File: src/rtl/hssl_link_manager_if.sv
// rtl/hssl_link_manager_if.sv - per-lane transceiver status/control bundle for hssl_link_manager
interface hssl_link_manager_if #(
   parameter int NUM_LANES = 4,
   parameter int CNT_W     = 8
);
   logic [NUM_LANES-1:0]       tx_reset_done_in;
   logic [NUM_LANES-1:0]       rx_reset_done_in;
   logic [NUM_LANES-1:0]       rx_commadet_in;
   logic [NUM_LANES-1:0]       rx_err_in;
   logic [NUM_LANES-1:0]       lane_retrain_in;
   logic [NUM_LANES-1:0]       tx_reset_datapath_out;
   logic [NUM_LANES-1:0]       rx_reset_datapath_out;
   logic [NUM_LANES-1:0]       link_up_out;
   logic                       all_up_out;
   logic [NUM_LANES*CNT_W-1:0] retrain_count_out;

   modport master (
      output tx_reset_done_in, rx_reset_done_in, rx_commadet_in, rx_err_in, lane_retrain_in,
      input  tx_reset_datapath_out, rx_reset_datapath_out, link_up_out, all_up_out,
             retrain_count_out
   );

   modport slave (
      input  tx_reset_done_in, rx_reset_done_in, rx_commadet_in, rx_err_in, lane_retrain_in,
      output tx_reset_datapath_out, rx_reset_datapath_out, link_up_out, all_up_out,
             retrain_count_out
   );
endinterface

File: src/rtl/hssl_link_manager.sv
// rtl/hssl_link_manager.sv - per-lane HSSL reset sequencer and link-state monitor
// Each lane runs an independent FSM; only all_up_out combines lanes.
module hssl_link_manager #(
   parameter int NUM_LANES     = 4,
   parameter int RST_PULSE     = 16,
   parameter int DONE_TIMEOUT  = 100000,
   parameter int ALIGN_CLEAN   = 1024,
   parameter int ERR_WINDOW    = 4096,
   parameter int ERR_THRESHOLD = 8,
   parameter int CNT_W         = 8
) (
   input  logic               freerun_clk_in,
   input  logic               reset_all_in,
   hssl_link_manager_if.slave lnk
);
   localparam int TMR_A   = (DONE_TIMEOUT > ERR_WINDOW) ? DONE_TIMEOUT : ERR_WINDOW;
   localparam int TMR_MAX = (TMR_A > RST_PULSE) ? TMR_A : RST_PULSE;
   localparam int TW      = $clog2(TMR_MAX + 1);
   localparam int CW      = $clog2(ALIGN_CLEAN + 1);
   localparam int EW      = $clog2(ERR_THRESHOLD + 2);

   localparam logic [TW-1:0]    PULSE_END   = TW'(RST_PULSE - 1);
   localparam logic [TW-1:0]    TIMEOUT_END = TW'(DONE_TIMEOUT - 1);
   localparam logic [TW-1:0]    WINDOW_END  = TW'(ERR_WINDOW - 1);
   localparam logic [CW-1:0]    CLEAN_END   = CW'(ALIGN_CLEAN);
   localparam logic [EW-1:0]    ERR_MAX     = EW'(ERR_THRESHOLD + 1);
   localparam logic [CNT_W-1:0] CNT_MAX     = '1;

   typedef enum logic [2:0] {TX_RST, TX_WAIT, RX_RST, RX_WAIT, ALIGN, UP} lane_state_e;

   logic [NUM_LANES-1:0] link_up_vec;
   logic                 all_up_q, all_up_d;

   for (genvar g = 0; g < NUM_LANES; g++) begin : g_lane
      lane_state_e      state_q, state_d;
      logic [TW-1:0]    timer_q, timer_d;
      logic [CW-1:0]    clean_q, clean_d;
      logic [EW-1:0]    err_cnt_q, err_cnt_d;
      logic             comma_q, comma_d;
      logic [CNT_W-1:0] retrain_q, retrain_d;
      logic             tx_rst_q, rx_rst_q, up_q;
      logic             retrain, entry;
      logic             tx_done, rx_done, commadet, err, force_rt;

      assign tx_done  = lnk.tx_reset_done_in[g];
      assign rx_done  = lnk.rx_reset_done_in[g];
      assign commadet = lnk.rx_commadet_in[g];
      assign err      = lnk.rx_err_in[g];
      assign force_rt = lnk.lane_retrain_in[g];

      always_comb begin
         state_d   = state_q;
         timer_d   = timer_q + 1'b1;
         clean_d   = clean_q;
         err_cnt_d = err_cnt_q;
         comma_d   = comma_q;
         retrain   = 1'b0;
         unique case (state_q)
            TX_RST: begin
               if (timer_q == PULSE_END) state_d = TX_WAIT;
            end
            TX_WAIT: begin
               if (tx_done)                     state_d = RX_RST;
               else if (timer_q == TIMEOUT_END) state_d = TX_RST;
            end
            RX_RST: begin
               if (timer_q == PULSE_END) state_d = RX_WAIT;
            end
            RX_WAIT: begin
               if (rx_done) begin
                  state_d = ALIGN;
               end else if (timer_q == TIMEOUT_END) begin
                  state_d = RX_RST;
                  retrain = 1'b1;
               end
            end
            ALIGN: begin
               comma_d = comma_q | commadet;
               if (err)                     clean_d = '0;
               else if (clean_q != CLEAN_END) clean_d = clean_q + 1'b1;
               if (comma_d && (clean_d == CLEAN_END)) begin
                  state_d = UP;
               end else if (timer_q == TIMEOUT_END) begin
                  state_d = RX_RST;
                  retrain = 1'b1;
               end
            end
            UP: begin
               // An error on the wrap cycle opens the new window at 1.
               if (timer_q == WINDOW_END) begin
                  timer_d   = '0;
                  err_cnt_d = EW'(err);
               end else if (err && (err_cnt_q != ERR_MAX)) begin
                  err_cnt_d = err_cnt_q + 1'b1;
               end
               if (err_cnt_d == ERR_MAX) begin
                  state_d = RX_RST;
                  retrain = 1'b1;
               end
            end
            default: state_d = TX_RST;
         endcase

         if (state_q inside {RX_RST, RX_WAIT, ALIGN, UP}) begin
            if (!tx_done) begin
               state_d = TX_RST;
               retrain = 1'b0;
            end else if (force_rt) begin
               state_d = RX_RST;
               retrain = 1'b1;
            end else if ((state_q inside {ALIGN, UP}) && !rx_done) begin
               state_d = RX_WAIT;
               retrain = 1'b1;
            end
         end

         // A retrain from RX_RST back into RX_RST is still a fresh entry.
         entry = (state_d != state_q) || retrain;
         if (entry) begin
            timer_d   = '0;
            clean_d   = '0;
            err_cnt_d = '0;
            comma_d   = 1'b0;
         end

         retrain_d = retrain_q;
         if (retrain && (retrain_q != CNT_MAX)) retrain_d = retrain_q + 1'b1;
      end

      always_ff @(posedge freerun_clk_in) begin
         if (reset_all_in) begin
            state_q   <= TX_RST;
            timer_q   <= '0;
            clean_q   <= '0;
            err_cnt_q <= '0;
            comma_q   <= 1'b0;
            retrain_q <= '0;
            tx_rst_q  <= 1'b1;
            rx_rst_q  <= 1'b1;
            up_q      <= 1'b0;
         end else begin
            state_q   <= state_d;
            timer_q   <= timer_d;
            clean_q   <= clean_d;
            err_cnt_q <= err_cnt_d;
            comma_q   <= comma_d;
            retrain_q <= retrain_d;
            tx_rst_q  <= (state_d == TX_RST);
            rx_rst_q  <= (state_d inside {TX_RST, RX_RST});
            up_q      <= (state_d == UP);
         end
      end

      assign lnk.tx_reset_datapath_out[g]          = tx_rst_q;
      assign lnk.rx_reset_datapath_out[g]          = rx_rst_q;
      assign link_up_vec[g]                        = up_q;
      assign lnk.retrain_count_out[g*CNT_W +: CNT_W] = retrain_q;
   end

   always_comb begin
      all_up_d = &link_up_vec;
   end

   always_ff @(posedge freerun_clk_in) begin
      if (reset_all_in) all_up_q <= 1'b0;
      else              all_up_q <= all_up_d;
   end

   assign lnk.link_up_out = link_up_vec;
   assign lnk.all_up_out  = all_up_q;
endmodule

File: src/flat_wrapper.sv
// flat-port wrapper written by rule: the top's interface ports become plain ports
module hssl_link_manager_flat 
#(
   parameter int NUM_LANES     = 4,
   parameter int RST_PULSE     = 16,
   parameter int DONE_TIMEOUT  = 100000,
   parameter int ALIGN_CLEAN   = 1024,
   parameter int ERR_WINDOW    = 4096,
   parameter int ERR_THRESHOLD = 8,
   parameter int CNT_W         = 8
)
  (freerun_clk_in, reset_all_in, lnk_tx_reset_done_in, lnk_rx_reset_done_in, lnk_rx_commadet_in, lnk_rx_err_in, lnk_lane_retrain_in, lnk_tx_reset_datapath_out, lnk_rx_reset_datapath_out, lnk_link_up_out, lnk_all_up_out, lnk_retrain_count_out);
  hssl_link_manager_if #(.NUM_LANES(NUM_LANES), .CNT_W(CNT_W)) lnk_i ();
  input  logic freerun_clk_in;
  input  logic reset_all_in;
  input wire logic [$bits(lnk_i.tx_reset_done_in)-1:0] lnk_tx_reset_done_in;
  input wire logic [$bits(lnk_i.rx_reset_done_in)-1:0] lnk_rx_reset_done_in;
  input wire logic [$bits(lnk_i.rx_commadet_in)-1:0] lnk_rx_commadet_in;
  input wire logic [$bits(lnk_i.rx_err_in)-1:0] lnk_rx_err_in;
  input wire logic [$bits(lnk_i.lane_retrain_in)-1:0] lnk_lane_retrain_in;
  output wire logic [$bits(lnk_i.tx_reset_datapath_out)-1:0] lnk_tx_reset_datapath_out;
  output wire logic [$bits(lnk_i.rx_reset_datapath_out)-1:0] lnk_rx_reset_datapath_out;
  output wire logic [$bits(lnk_i.link_up_out)-1:0] lnk_link_up_out;
  output wire logic [$bits(lnk_i.all_up_out)-1:0] lnk_all_up_out;
  output wire logic [$bits(lnk_i.retrain_count_out)-1:0] lnk_retrain_count_out;
  assign lnk_i.tx_reset_done_in = lnk_tx_reset_done_in;
  assign lnk_i.rx_reset_done_in = lnk_rx_reset_done_in;
  assign lnk_i.rx_commadet_in = lnk_rx_commadet_in;
  assign lnk_i.rx_err_in = lnk_rx_err_in;
  assign lnk_i.lane_retrain_in = lnk_lane_retrain_in;
  assign lnk_tx_reset_datapath_out = lnk_i.tx_reset_datapath_out;
  assign lnk_rx_reset_datapath_out = lnk_i.rx_reset_datapath_out;
  assign lnk_link_up_out = lnk_i.link_up_out;
  assign lnk_all_up_out = lnk_i.all_up_out;
  assign lnk_retrain_count_out = lnk_i.retrain_count_out;
  hssl_link_manager #(.NUM_LANES(NUM_LANES), .RST_PULSE(RST_PULSE), .DONE_TIMEOUT(DONE_TIMEOUT), .ALIGN_CLEAN(ALIGN_CLEAN), .ERR_WINDOW(ERR_WINDOW), .ERR_THRESHOLD(ERR_THRESHOLD), .CNT_W(CNT_W)) u_core (.freerun_clk_in(freerun_clk_in), .reset_all_in(reset_all_in), .lnk(lnk_i));
endmodule
File: config.mk
export PLATFORM = sky130hd
export DESIGN_NAME = hssl_link_manager_flat
export DESIGN_NICKNAME = d
export VERILOG_FILES = /design/src/rtl/hssl_link_manager_if.sv /design/src/rtl/hssl_link_manager.sv /design/src/flat_wrapper.sv
export SDC_FILE = /design/constraint.sdc
export NUM_CORES = 1
export LEC_CHECK = 0
export CAP_MARGIN = 20
export CORE_MARGIN = 4
export CORE_UTILIZATION = 29
export CTS_BUF_LIST = sky130_fd_sc_hd__clkbuf_4 sky130_fd_sc_hd__clkbuf_8 sky130_fd_sc_hd__clkbuf_16
export DETAILED_ROUTE_END_ITERATION = 7
export PLACE_DENSITY = 0.54
export SLEW_MARGIN = 20
export SYNTH_ARGS = -nofsm -noshare
export SYNTH_HDL_FRONTEND = slang
export SYNTH_SLANG_ARGS = --single-unit
export TNS_END_PERCENT = 5
File: constraint.sdc
create_clock -name freerun_clk_in -period 3.95 [get_ports freerun_clk_in]
set_input_delay 0.79 -clock freerun_clk_in [delete_from_list [all_inputs] [get_ports freerun_clk_in]]
set_output_delay 0.79 -clock freerun_clk_in [all_outputs]
set_load 0.005 [all_outputs]
# After elaboration in Yosys (flattened, before gate mapping)
# Index checks and enable logic that the tools add are counted.
# classes
add_sub_neg	16
eq_ne	64
mux	120
n_bitwise	4
n_reduce_logical	49
# op_table
cell	n
$mux 3	48
$mux 17	8
$mux 11	12
$pmux 3 s6	4
$add 17x1->17 const B	4
$eq 17x12->1 const B	4
$eq 17x17->1 const B	4
$eq 17x4->1 const B	4
$mux 4	12
$add 11x1->11 const B	4
$eq 11x11->1 const B	4
$ne 11x11->1 const B	4
$eq 3x2->1 const B	12
$eq 3x3->1 const B	12
$add 8x1->8 const B	4
$mux 1	32
$ne 8x8->1 const B	4
$logic_not 3->1	8
$add 4x1->4 const B	4
$eq 4x4->1 const B	4
$logic_and 1x1->1	16
$ne 4x4->1 const B	4
$reduce_bool 2->1	8
$reduce_bool 4->1	4
8 further kinds	29
# word_totals
reg_bits	189
elab_cells	290

# Longest topological paths before layout
# Gate-level depths: netlist of run 1.
# logic_depth
word_depth	15
mapped_depth	13
ltp_nobuf	10

# Worst setup path before layout of run 1
# OpenSTA, ideal clock, no wires.
# synth_timing
path_type	flip-flop to flip-flop
start	register u_core.g_lane[1].clean_q[0]
end	register u_core.g_lane[1].err_cnt_q[1]
setup_ps	66
t_arrival_ps	3349
required_ps	3884
slack_ps	535
path_stages_with_launch	13
n_path_buf	2
synth_period_minus_slack_ps	3415
cell_sequence	dfxtp_1 -> clkbuf_1 -> inv_1 -> ha_1 -> or4b_2 -> o22ai_1 -> mux2i_1 -> or4_4 -> o21bai_2 -> a41oi_2 -> a2111o_1 -> buf_6 -> a21oi_2
# synth_via
elab_chain_len	15
elab_cells_between_ends	22
classes_between	add/sub (1); eq/ne (3); mux (15); reduce/logical (3)
# synth_lines
item	line	rtl
start: declaration	hssl_link_manager.sv:37	logic [CW-1:0] clean_q, clean_d;
start signal: assignment	hssl_link_manager.sv:144	clean_q <= clean_d;
$add 11x1->11 or $ne 11x11->1 (tied branches)	hssl_link_manager.sv:80	else if (clean_q != CLEAN_END) clean_d = clean_q + 1'b1;
$mux 11 *	hssl_link_manager.sv:80	
$mux 11 *	hssl_link_manager.sv:79	if (err) clean_d = '0;
$mux 11 *	hssl_link_manager.sv:58	unique case (state_q)
$eq 11x11->1 *	hssl_link_manager.sv:81	if (comma_d && (clean_d == CLEAN_END)) begin
$logic_and 1x1->1 *	hssl_link_manager.sv:81	
$mux 3	hssl_link_manager.sv:81	
$pmux 3 s6	hssl_link_manager.sv:58	
$mux 3	hssl_link_manager.sv:111	end else if ((state_q inside {ALIGN, UP}) && !rx_done) begin
$mux 3	hssl_link_manager.sv:108	end else if (force_rt) begin
$mux 3	hssl_link_manager.sv:105	if (!tx_done) begin
$mux 3	hssl_link_manager.sv:104	if (state_q inside {RX_RST, RX_WAIT, ALIGN, UP}) begin
$ne 3x3->1	hssl_link_manager.sv:118	entry = (state_d != state_q) || retrain;
$logic_or 1x1->1 *	hssl_link_manager.sv:118	
$reduce_or 2->1 (no source line) *	-	
end signal: assignment	hssl_link_manager.sv:145	err_cnt_q <= err_cnt_d;
end: declaration	hssl_link_manager.sv:38	logic [EW-1:0] err_cnt_q, err_cnt_d;
# Every way passes the cells marked *; elsewhere a longest branch is shown, timed or not. The select of a mux whose other input is x is not followed.
# A chain may end at the register's enable or synchronous reset.

# Final worst setup path of run 1
# layout_timing
start	register u_core.g_lane[1].clean_q[0]
end	register u_core.g_lane[1].timer_q[0]
# layout_via
elab_chain_len	15
elab_cells_between_ends	22
classes_between	add/sub (1); eq/ne (3); mux (15); reduce/logical (3)
# layout_lines
item	line	rtl
$add 11x1->11 or $ne 11x11->1 (tied branches)	hssl_link_manager.sv:80	
$mux 11 *	hssl_link_manager.sv:80	
$mux 11 *	hssl_link_manager.sv:79	
$mux 11 *	hssl_link_manager.sv:58	
$eq 11x11->1 *	hssl_link_manager.sv:81	
$logic_and 1x1->1 *	hssl_link_manager.sv:81	
$mux 3	hssl_link_manager.sv:81	
$pmux 3 s6	hssl_link_manager.sv:58	
$mux 3	hssl_link_manager.sv:111	
$mux 3	hssl_link_manager.sv:108	
$mux 3	hssl_link_manager.sv:105	
$mux 3	hssl_link_manager.sv:104	
$ne 3x3->1	hssl_link_manager.sv:118	
$logic_or 1x1->1 *	hssl_link_manager.sv:118	
$reduce_or 2->1 (no source line) *	-	
end signal: assignment	hssl_link_manager.sv:143	timer_q <= timer_d;
end: declaration	hssl_link_manager.sv:36	logic [TW-1:0] timer_q, timer_d;
# Marked as above.

==> impl_metrics.json, run 1 <==
{
  "end_kind": "flop",
  "postRouteWirelength_mm": 28.0,
  "period_share_pct": 90.7,
  "clk_pin_slew_ns": 0.07,
  "tns_ns": 0,
  "ys_seq_elements": 189,
  "powerDensity_nw_per_um2": 298,
  "cap_viol_max_count": 0,
  "crit_buf_inv": 2,
  "portBuffers": 66,
  "dieArea_um2": 41400,
  "track_usage_pct": 13.5,
  "row_count": 71,
  "crit_slowest_cell": "or4b_2",
  "cts_resized": 0,
  "initial_core_util_pct": 29.4,
  "syn-num-nets": 1477,
  "clock_sinks": 189,
  "die_height_um": 204,
  "grt_pass1_wl_mm": 47.1,
  "yosys_warnings": 0,
  "finalClockSkew_ns": 0.0109,
  "synth_edf_count": 0,
  "ant_nets": 0,
  "drc": 0,
  "crit_arrival_ns": 3.95,
  "critical-path-top-delay-family": "simple AND/OR/NAND/NOR gates",
  "hold_viol": 0,
  "ys.flop_type": "dfxtp_1",
  "worstPathCellList": "inv_1 > ha_1 > or4b_2 > o22ai_1 > mux2i_1 > or4_4 > o21bai_2 > a41oi_2 > a2111o_1 > buf_12 > nor3b_1",
  "die_w_um": 204,
  "async_flop_share_pct": 0,
  "routedWlPerCell_um": 14.1,
  "outcome": "completed",
  "seq_area_frac_synth_pct": 34.1,
  "slew_viol_final": 0,
  "worstPathMaxFanout": 33,
  "setup-violations-final": 0,
  "required_ns": 4.32,
  "final_util_pct": 34.1,
  "grt_setup_unrepaired": "no",
  "via_per_inst": 5.12,
  "grt_max_degree": 34,
  "cts_root_buf": "clkbuf_16",
  "dr.first_iter.drc_count": 674,
  "tightest_slew_ns": 0.788,
  "io-pin-count": 67,
  "diodes": 0,
  "firstDrtPassIters": 5,
  "max_stage_delay_ns": 0.60,
  "syn_inst": 1431,
  "fmaxAchievable_mhz": 279,
  "core_um2": 37700,
  "worstSetupStartpointType": "flop",
  "area_growth_syn_to_layout_pct": 15.6,
  "post-cts-setup-buffer-count": 0,
  "antenna_found_initial": 1,
  "hold_path.class": "reg2reg",
  "regArea_um2": 3780,
  "cts_hold_buf": 0,
  "tritoncts": "yes",
  "leakage_nw": 4.55,
  "gp_congestion": 0.858,
  "multiInputGateArea_um2": 6770,
  "grt_overflow": 0,
  "relSlewSlack_pct": 47.0,
  "netlist_area_um2": 11100,
  "fin_crit_ns": 3.58,
  "clk_latency_ns": 0.45,
  "h-tree-depth": 4,
  "first_global_vias": 9502,
  "cts.path.max_buffers": 2,
  "dp_hpwl_mm": 20.2,
  "num_vias": 10200,
  "yosysUniqueCellTypes": 78,
  "cts_made_buffers": 17,
  "peakVddDrop_mv": 0.196,
  "postSynthAreaPerCell_um2": 7.75,
  "drive_gt1_share_pct": 7.04,
  "nNetsFinal": 1511,
  "critPathKind": "reg2reg",
  "nFillCells": 3970
}
## report_power, final
group	internal [mW]	switching, mW
Combinational	0.0551	0.0870
Sequential	1.92	0.00775
Clock	0.959	0.803
## worst reg2reg max path, cell delays in order, from the launching register on
cell      delay (ns)
dfxtp_1         0.50
inv_1           0.08
ha_1            0.33
or4b_2          0.61
o22ai_1         0.16
mux2i_1         0.09
or4_4           0.57
o21bai_2        0.16
a41oi_2         0.15
a2111o_1        0.49
buf_12          0.18
nor3b_1         0.19
## metrics by stage
stage | std cells | setup WS [ns] | hold WS [ns] | total power [mW] | instance area, um2
2_1_floorplan | 1431 | 0.535 | 0.425 | 2.05 | 11100
3_3_place_gp | 1957 | 0.361 | 0.437 | 2.11 | 12200
3_5_place_dp | 1957 | 0.274 | 0.447 | 2.11 | 12200
4_1_cts | 1988 | 0.375 | 0.458 | 3.89 | 12800
5_1_grt | 1988 | 0.0739 | 0.485 | 3.99 | 12800
6_report | 1988 | 0.368 | 0.453 | 3.83 | 12800
## path summary, 6_finish.rpt
| check | start | end | slack (ns) | cells past startpoint |
|---|---|---|---|---|
| max | u_core.g_lane[1].clean_q[0] | u_core.g_lane[1].timer_q[0] | 0.37 | 11 |
| max reg2reg | u_core.g_lane[1].clean_q[0] | u_core.g_lane[1].timer_q[0] | 0.37 | 11 |
| min reg2reg | u_core.g_lane[3].timer_q[0] | u_core.g_lane[3].timer_q[0] | 0.45 | 1 |
| min | u_core.g_lane[3].timer_q[0] | u_core.g_lane[3].timer_q[0] | 0.45 | 1 |
## sequential cells by signal, indices dropped and copies added, names as in the netlist
signal	count
u_core.g_lane.clean_q	44
u_core.g_lane.comma_q	4
u_core.g_lane.err_cnt_q	16
u_core.g_lane.retrain_q	32
u_core.g_lane.rx_rst_q	4
u_core.g_lane.state_q	12
u_core.g_lane.timer_q	68
u_core.g_lane.tx_rst_q	4
u_core.g_lane.up_q	4
u_core.lnk.all_up_out	1
## Yosys cell counts, types with 24 or more instances
cell / n / area [um2]
o21ai_0: 66 / 330
clkbuf_1: 56 / 210
nor2_1: 208 / 781
ha_1: 24 / 300
and3_1: 40 / 250
a21oi_1: 98 / 490
nor3_1: 65 / 325
nand3_1: 57 / 285
nor2b_1: 27 / 169
nand2_1: 109 / 409
xnor2_1: 41 / 359
nand4_1: 33 / 206
inv_1: 41 / 154
xor2_1: 37 / 324
dfxtp_1: 189 / 3780
## layout make-up
class | instances | area share [%]
Multi-Input combinational cell | 1119 | 52.7
Sequential cell | 189 | 29.5
Timing Repair Buffer | 97 | 7.02
Tap cell | 511 | 4.98
Clock buffer | 19 | 3.48
Inverter | 41 | 1.20
Clock inverter | 12 | 1.06
## routing by layer
layer	vias up	global-route usage (%)	routed length, um
li1	5210	-	-
met1	4775	17.9	13700
met2	162	22.1	12800
met3	33	2.80	1040
met4	0	4.14	450
met5	-	0	0
## cell usage in the layout, fill, tap and decap left out, types with 14 or more instances in the layout
cell type,instances
ha_1,24
nand2_1,109
clkbuf_16,17
nor2b_1,27
a21oi_1,98
and3_1,40
clkdlybuf4s50_1,65
inv_1,41
nor3_1,65
xor2_1,37
nor4_1,17
dfxtp_1,189
or3_1,22
a31oi_1,16
nand3_1,57
o21ai_0,66
buf_4,30
nor2_1,208
xnor2_1,41
and4_1,14
nand4_1,33
nand2b_1,14
## cell families (layout without fill, tap and decap cells)
logic type	Yosys count	after routing	synth area share, %
compound gates	298	298	17.3
buf+inv	123	169	4.88
fa+ha+maj	25	25	2.80
xor+xnor	78	78	6.16
simple gates	692	692	32.3
mux	26	26	2.49
flops	189	189	34.1
(Power assumes the default switching activity.)
==> run 2, diff against run 1 <==
--- a/config.mk
+++ b/config.mk
@@ -6,6 +6,7 @@
 export NUM_CORES = 1
 export LEC_CHECK = 0
 export CAP_MARGIN = 20
+export CORE_ASPECT_RATIO = 1.4
 export CORE_MARGIN = 4
 export CORE_UTILIZATION = 29
 export CTS_BUF_LIST = sky130_fd_sc_hd__clkbuf_4 sky130_fd_sc_hd__clkbuf_8 sky130_fd_sc_hd__clkbuf_16
==> impl_metrics.json, run 2 (synthesis gave the netlist of run 1 again) <==
{
  "outcome": "completed",
  "diodes": 0,
  "grt_max_degree": 42,
  "critical-path-top-delay-family": "simple AND/OR/NAND/NOR gates",
  "powerDensity_nw_per_um2": 301,
  "pwr-share-comb_pct": 3.7,
  "h-tree-depth": 4,
  "grt_pass1_wl_mm": 48.3,
  "portBuffers": 66,
  "post-cts-setup-buffer-count": 0,
  "dp_hpwl_mm": 21.2,
  "dr.first_iter.drc_count": 581,
  "crit_cells": 11,
  "hold_path.class": "reg2reg",
  "holdPathStages": 1,
  "die_height_um": 239,
  "cts_resized": 0,
  "cts.path.max_buffers": 2,
  "power_mw": 3.85,
  "cts_hold_buf": 0,
  "track_usage_pct": 13.8,
  "hold_viol": 0,
  "fmaxAchievable_mhz": 273,
  "max_stage_delay_ns": 0.62,
  "postRouteWirelength_mm": 28.9,
  "grt_overflow": 0,
  "r2r_cells": 11,
  "nFillCells": 3982,
  "end_kind": "flop",
  "ant_nets": 0,
  "cts_root_buf": "clkbuf_16",
  "antenna_found_initial": 0,
  "fin_crit_ns": 3.66,
  "swShare_pct": 23.8,
  "setup-violations-final": 0,
  "row_count": 84,
  "gp_congestion": 0.848,
  "firstDrtPassIters": 5,
  "via_per_inst": 5.30,
  "relSlewSlack_pct": 41.5,
  "p_int_mw": 2.93,
  "num_vias": 10300,
  "area_growth_syn_to_layout_pct": 15.2,
  "slew_viol_final": 0,
  "p_switching_mw": 0.917,
  "share_seq_of_total_power_pct": 50.0,
  "layout_common_cells": "208 x nor2_1, 189 x dfxtp_1, 109 x nand2_1",
  "grt_setup_unrepaired": "no",
  "p_clk_share_pct": 46.4,
  "crit_arrival_ns": 4.04,
  "finalClockSkew_ns": 0.00916,
  "drive_gt1_share_pct": 7.04,
  "die_w_um": 173,
  "worstPathCellList": "inv_1 > ha_1 > or4b_2 > o22ai_1 > mux2i_1 > or4_4 > o21bai_2 > a41oi_2 > a2111o_1 > buf_4 > a21oi_1",
  "first_global_vias": 9978,
  "peakVddDrop_mv": 0.275,
  "tritoncts": "yes",
  "io-pin-count": 67,
  "largest_reg_flops": 68,
  "tightest_slew_ns": 0.874,
  "clk_pin_slew_ns": 0.07,
  "period_share_pct": 92.6,
  "worstPathMaxFanout": 16,
  "critPathKind": "reg2reg",
  "worstSetupStartpointType": "flop",
  "dieArea_um2": 41500,
  "crit_slowest_cell": "or4b_2",
  "crit_buf_inv": 2,
  "nNetsFinal": 1510,
  "clock_sinks": 189,
  "layout_commonest_cell": "nor2_1",
  "reg.largest.list": "u_core.g_lane.timer_q: 68 flops, u_core.g_lane.clean_q: 44 flops, u_core.g_lane.retrain_q: 32 flops",
  "required_ns": 4.33,
  "leakage_nw": 4.54,
  "drc": 0,
  "tns_ns": 0,
  "routedWlPerCell_um": 14.8,
  "cts_made_buffers": 17,
  "initial_core_util_pct": 29.4,
  "largest_register": "u_core.g_lane.timer_q",
  "clk_latency_ns": 0.45,
  "cap_viol_max_count": 0,
  "core_um2": 37700
}
## run 2: cell count changes in the layout (fill, tap and decap cells not counted)
cell,delta
clkinv_4,+2
buf_12,-1
clkbuf_4,-1
clkinv_2,-2
inv_6,+1
clkinvlp_4,+1
## run 2: final timing paths
path	startpoint	to	slack (ns)
worst max-delay path	u_core.g_lane[1].clean_q[0]	u_core.g_lane[1].clean_q[3]	0.29
worst min register to register	u_core.g_lane[2].timer_q[0]	u_core.g_lane[2].timer_q[0]	0.45
worst max register to register	u_core.g_lane[1].clean_q[0]	u_core.g_lane[1].clean_q[3]	0.29
worst min-delay path	u_core.g_lane[2].timer_q[0]	u_core.g_lane[2].timer_q[0]	0.45
## run 2: routing by layer
metal | part of all wire, % | up-vias | GRT usage (%)
li1 | - | 5207 | -
met1 | 43 | 4896 | 15.8
met2 | 50 | 187 | 24.8
met3 | 3.9 | 47 | 2.90
met4 | 2.4 | 0 | 5.78
met5 | 0 | - | 0
## run 2: layout make-up
class / instances / area, um2 / share of cell area, %
Multi-Input combinational cell: 1119 / 6770 / 53.0
Clock buffer: 18 / 439 / 3.44
Inverter: 41 / 154 / 1.20
Tap cell: 473 / 592 / 4.63
Sequential cell: 189 / 3780 / 29.6
Timing Repair Buffer: 96 / 881 / 6.90
Clock inverter: 14 / 160 / 1.25
## run 2: power by group through the flow
stage / Combinational, mW / Clock, mW / Sequential [mW]
after floorplan: 0.0827 / 0 / 1.97
after global placement: 0.141 / 0 / 1.97
after detailed placement: 0.142 / 0 / 1.97
after CTS: 0.143 / 1.86 / 1.92
after global routing: 0.158 / 1.93 / 1.92
final: 0.141 / 1.78 / 1.92
## run 2: worst register-to-register path, stage by stage, from the launching register on
cell	delay, ns
dfxtp_1	0.49
inv_1	0.08
ha_1	0.33
or4b_2	0.62
o22ai_1	0.17
mux2i_1	0.10
or4_4	0.56
o21bai_2	0.15
a41oi_2	0.20
a2111o_1	0.53
buf_4	0.24
a21oi_1	0.12
## run 2: stage by stage
| step | hold slack (ns) | setup slack (ns) | area [um2] | cells | util, % |
|---|---|---|---|---|---|
| floorplan | 0.425 | 0.535 | 11100 | 1431 | - |
| global placement | 0.436 | 0.411 | 12200 | 1918 | 32.3 |
| detailed placement | 0.442 | 0.288 | 12200 | 1918 | 32.3 |
| CTS | 0.453 | 0.290 | 12800 | 1950 | 33.9 |
| global route | 0.486 | 0.0699 | 12800 | 1950 | 33.9 |
| finish | 0.451 | 0.293 | 12800 | 1950 | 33.9 |
==> edit 1, RTL diff (flow settings as in run 1) <==
`ALIGN_CLEAN` is set to 1024 in 2 places; all go to 4096.
--- a/src/rtl/hssl_link_manager.sv
+++ b/src/rtl/hssl_link_manager.sv
@@ -5,5 +5,5 @@
    parameter int RST_PULSE     = 16,
    parameter int DONE_TIMEOUT  = 100000,
-   parameter int ALIGN_CLEAN   = 1024,
+   parameter int ALIGN_CLEAN   = 4096,
    parameter int ERR_WINDOW    = 4096,
    parameter int ERR_THRESHOLD = 8,
--- a/src/flat_wrapper.sv
+++ b/src/flat_wrapper.sv
@@ -5,5 +5,5 @@
    parameter int RST_PULSE     = 16,
    parameter int DONE_TIMEOUT  = 100000,
-   parameter int ALIGN_CLEAN   = 1024,
+   parameter int ALIGN_CLEAN   = 4096,
    parameter int ERR_WINDOW    = 4096,
    parameter int ERR_THRESHOLD = 8,
Formal check against the unedited RTL: no difference found for any inputs over 10 cycles, from zero or initial values and one cycle with reset_all_in high; that may be too few to reach the edited logic, so the function may still have changed.
==> edit 1 against run 1 <==
Sequential cell count is 8 higher; wire length rose by 9.7%; final area grew 5.1%; utilization down 0.35 points; first-iteration DRC count up 13%; count of clock-buffer cells in the layout shrank 1; total power grew 0.92%; critical path depth shrank 1; synthesized area up 6.3%; worst setup slack improved by 50 ps; critical endpoint is now u_core.g_lane[1].timer_q[9]; highest routed layer is now met5.
==> edit 1: results (changes against run 1) <==
The flow ran to the end, and the final reports show no timing, DRC or antenna violations. The highest layer touched by signal routing is met5. The first-iteration detailed-routing DRC count is 760 (+13%). The worst hold path cell count is 2 (+1). After synthesis, the cell types taking the most area are sky130_fd_sc_hd__dfxtp_1, sky130_fd_sc_hd__nor2_1, sky130_fd_sc_hd__a21oi_1, sky130_fd_sc_hd__xnor2_1, sky130_fd_sc_hd__nand2_1. The minimum clock period after layout is 3530 ps (-49.6 ps).

The critical path ends at u_core.g_lane[1].timer_q[9]. The fraction of final layout cells with drive strength greater than 1 came out at 0.0583 (-0.0121). The detailed-routing wirelength on met1 is 15.0 mm (+9.3%).

The worst reg-to-reg path cell count was 10 (-1). The last weighted congestion value of the routability-driven placer came out at 0.875 (+2.0%). The delay of the slowest cell on the worst path is 550 ps (-50 ps). The total nets after synthesis came out at 1,586 (+7.4%). Ranked by instance count, the synthesized netlist is headed by sky130_fd_sc_hd__nor2_1, sky130_fd_sc_hd__dfxtp_1, sky130_fd_sc_hd__nand2_1. The number of cells in the finished layout apart from fillers came out at 2,104 (+5.8%).

The worst reg-to-reg setup slack is 420 ps (+50 ps). The startpoint identified for the worst hold timing path is u_core.g_lane[3].up_q. The worst-path maximum fanout came to 24 (-27%).

The sequential area share after synthesis is 0.334 (-0.00673). The global-route usage over all layers is 0.139 (+0.00394). The leakage power total came out at 4.64 nW (+1.9%).

The total met2 wirelength after detailed routing is 14.0 mm (+8.7%). The placed standard-cell area came out at 12,900 µm² (+5.6%). The count of distinct cell types in the synthesized netlist is 82 (+5.1%). The global-route wire length before repair came out at 51.8 mm (+10%). The slowest library cell on the worst path is sky130_fd_sc_hd__nor4_1.

The worst register-to-register path begins at u_core.g_lane[1].clean_q[1]. The number of global-route vias before repair came to 10,300 (+8.9%). The complex-gate fraction of the synthesized area came out at 0.180 (+0.00744). The vias after detailed routing came out at 11,000 (+8.5%). The post-route clock skew came out at 11.9 ps (+0.939 ps). The area share of xor/xnor cells in the synthesized design is 0.0720 (+0.0104).

The final-layout worst hold slack came out at 465 ps (+12.0 ps). The worst setup slack before clock tree synthesis came out at 250 ps (-24.0 ps). The data arrival time at the worst-slack endpoint is 3900 ps (-50 ps). The maximum ir drop on the vdd rail came out at 233 µV (+18%).
-- edit 1: cell type report --
cell class	instances	area (µm²)
Fill cell	4225	26500
Multi-Input combinational cell	1209	7260
Sequential cell	197	3940
Timing Repair Buffer	95	886
Tap cell	525	657
Clock buffer	18	439
Inverter	47	176
Clock inverter	13	121
-- edit 1: per-layer routing --
| metal | GRT usage | vias to the layer above |
|---|---|---|
| met5 | 0 | - |
| met4 | 0.0356 | 2 |
| met3 | 0.0324 | 19 |
| met2 | 0.221 | 237 |
| met1 | 0.190 | 5175 |
| li1 | - | 5610 |
-- edit 1: critical path, delay by kind of cell, from the launching register on --
kind | cells | cell delay [ps]
DFF | 1 | 470
adders and majority gates | 1 | 310
and+or+nand+nor | 4 | 1560
xor gates and xnor gates | 1 | 180
AOI/OAI and AO/OA | 3 | 700
buffers and inverters | 1 | 210
-- edit 1: power by group --
group	total (mW)	switching [mW]	internal, mW
Combinational	0.152	0.0918	0.0606
Sequential	2.00	0.00951	1.99
Clock	1.70	0.861	0.844
==> edit 2, RTL diff (config.mk and constraints of run 1) <==
Made on the original files. One comparison of `timer_q` changes from == to >=.
--- a/src/rtl/hssl_link_manager.sv
+++ b/src/rtl/hssl_link_manager.sv
@@ -70,5 +70,5 @@
                if (rx_done) begin
                   state_d = ALIGN;
-               end else if (timer_q == TIMEOUT_END) begin
+               end else if (timer_q >= TIMEOUT_END) begin
                   state_d = RX_RST;
                   retrain = 1'b1;
Formal check against the unedited RTL: same outputs for any inputs over 10 cycles, from zero or initial values and one cycle with reset_all_in high; that may be too few to reach the edited logic, so the function may still have changed.
==> edit 2 against run 1 <==
Utilization down 0.39 points; final area up 4.8%; sequential cell count unchanged; critical path depth unchanged; worst setup slack better by 130 ps; clock skew up 1.5 ps; total power up 3.6%; clock power up 6%; sequential share of layout area down 1.3 points; synthesized area up 6.1%; non-clock buffer count down 10; wire length up 9.5%; critical endpoint is now u_core.g_lane[3].timer_q[16].
==> edit 2: results (changes against run 1) <==
The remaining max-slew budget at the tightest pin is 0.428 (-0.0414). The minimum clock period after layout was 3450 ps (-134 ps). The end point of the most critical hold path is u_core.g_lane[3].comma_q. The flow ran to the end, and the final reports show no timing, DRC or antenna violations. The share of total power consumed by net switching was 0.228 (-0.00687). The fraction of power consumed by the clock network was 0.471 (+0.011). The via density per instance is 5.25 (+2.5%). The mean instance size in the synthesized netlist is 7.70 µm² (-0.70%). The worst reg-to-reg setup slack came out at 500 ps (+130 ps).

The met2 global-route usage came out at 0.220 (-0.000553). The initial antenna violation count is 0 (-1). The count of distinct cell types in the synthesized netlist came out at 92 (+18%). The number of global-route vias before repair is 10,300 (+8.8%). The startpoint identified for the worst hold timing path is u_core.g_lane[3].comma_q. The number of nets in the final layout is 1,599 (+5.8%). The detailed-routing wirelength on met1 came out at 15.1 mm (+10%). The fraction of final layout cells with drive strength greater than 1 is 0.0760 (+0.00563). The total met2 wirelength after detailed routing came out at 13.8 mm (+7.6%). The worst hold path cell count is 2 (+1). The leakage power total came out at 4.58 nW (+0.57%). The sequential area share after synthesis is 0.322 (-0.0196). The final-layout worst hold slack came out at 465 ps (+12.5 ps). The last weighted congestion value of the routability-driven placer came to 0.869 (+1.3%). The pin count of the biggest net entering global routing is 54 (+59%). The endpoint of the most critical register-to-register path is u_core.g_lane[3].timer_q[16]. The met3 demand-to-capacity share in global routing came out at 0.0342 (+0.00624). The placed standard-cell area is 12,800 µm² (+4.7%).

The global-route wire length before repair came out at 51.6 mm (+9.6%). The delay of the slowest cell on the worst path is 580 ps (-20 ps). The routed length per placed instance came to 14.7 µm (+4.1%).

The total power density per cell area was 295 nW/µm² (-1.2%). The first-iteration detailed-routing DRC count came to 661 (-1.9%). The cell count after placement came out at 2,059 (+5.2%). The worst setup slack before clock tree synthesis is 274 ps (+0.187 ps).

The placed wire-length estimate is 22.1 mm (+9.5%). The global-route usage over all layers is 0.141 (+0.00575). The clock latency on the worst-skew pair was 480 ps (+30 ps). The maximum ir drop on the vdd rail is 319 µV (+63%).
-- edit 2: changes by cell type after synthesis, sizes merged, moves of 6 or more --
cell	delta
nand2	+19
nor2	+17
and3	-15
nand4	+11
nor4	+11
buf	+10
clkbuf	-10
nand3	+9
o211ai	+9
o21ai	+9
and2	+6
inv	+6
-- edit 2: final cells by class --
class | instances | area (µm²)
clock inverters | 11 | 168
flip-flops and latches | 189 | 3780
inverters | 48 | 180
fillers | 4219 | 26500
well taps | 525 | 657
multi-input cells | 1210 | 7380
clock buffers | 20 | 454
repair buffers | 87 | 813
-- edit 2: cell families after synthesis --
| logic type | count (synthesis) | share of synthesized area |
|---|---|---|
| and+or+nand+nor | 749 | 0.329 |
| xor gates and xnor gates | 78 | 0.0581 |
| DFF | 189 | 0.322 |
| AOI/OAI and AO/OA | 333 | 0.190 |
| muxes | 26 | 0.0239 |
| adders and majority gates | 24 | 0.0255 |
| buffers and inverters | 130 | 0.0520 |
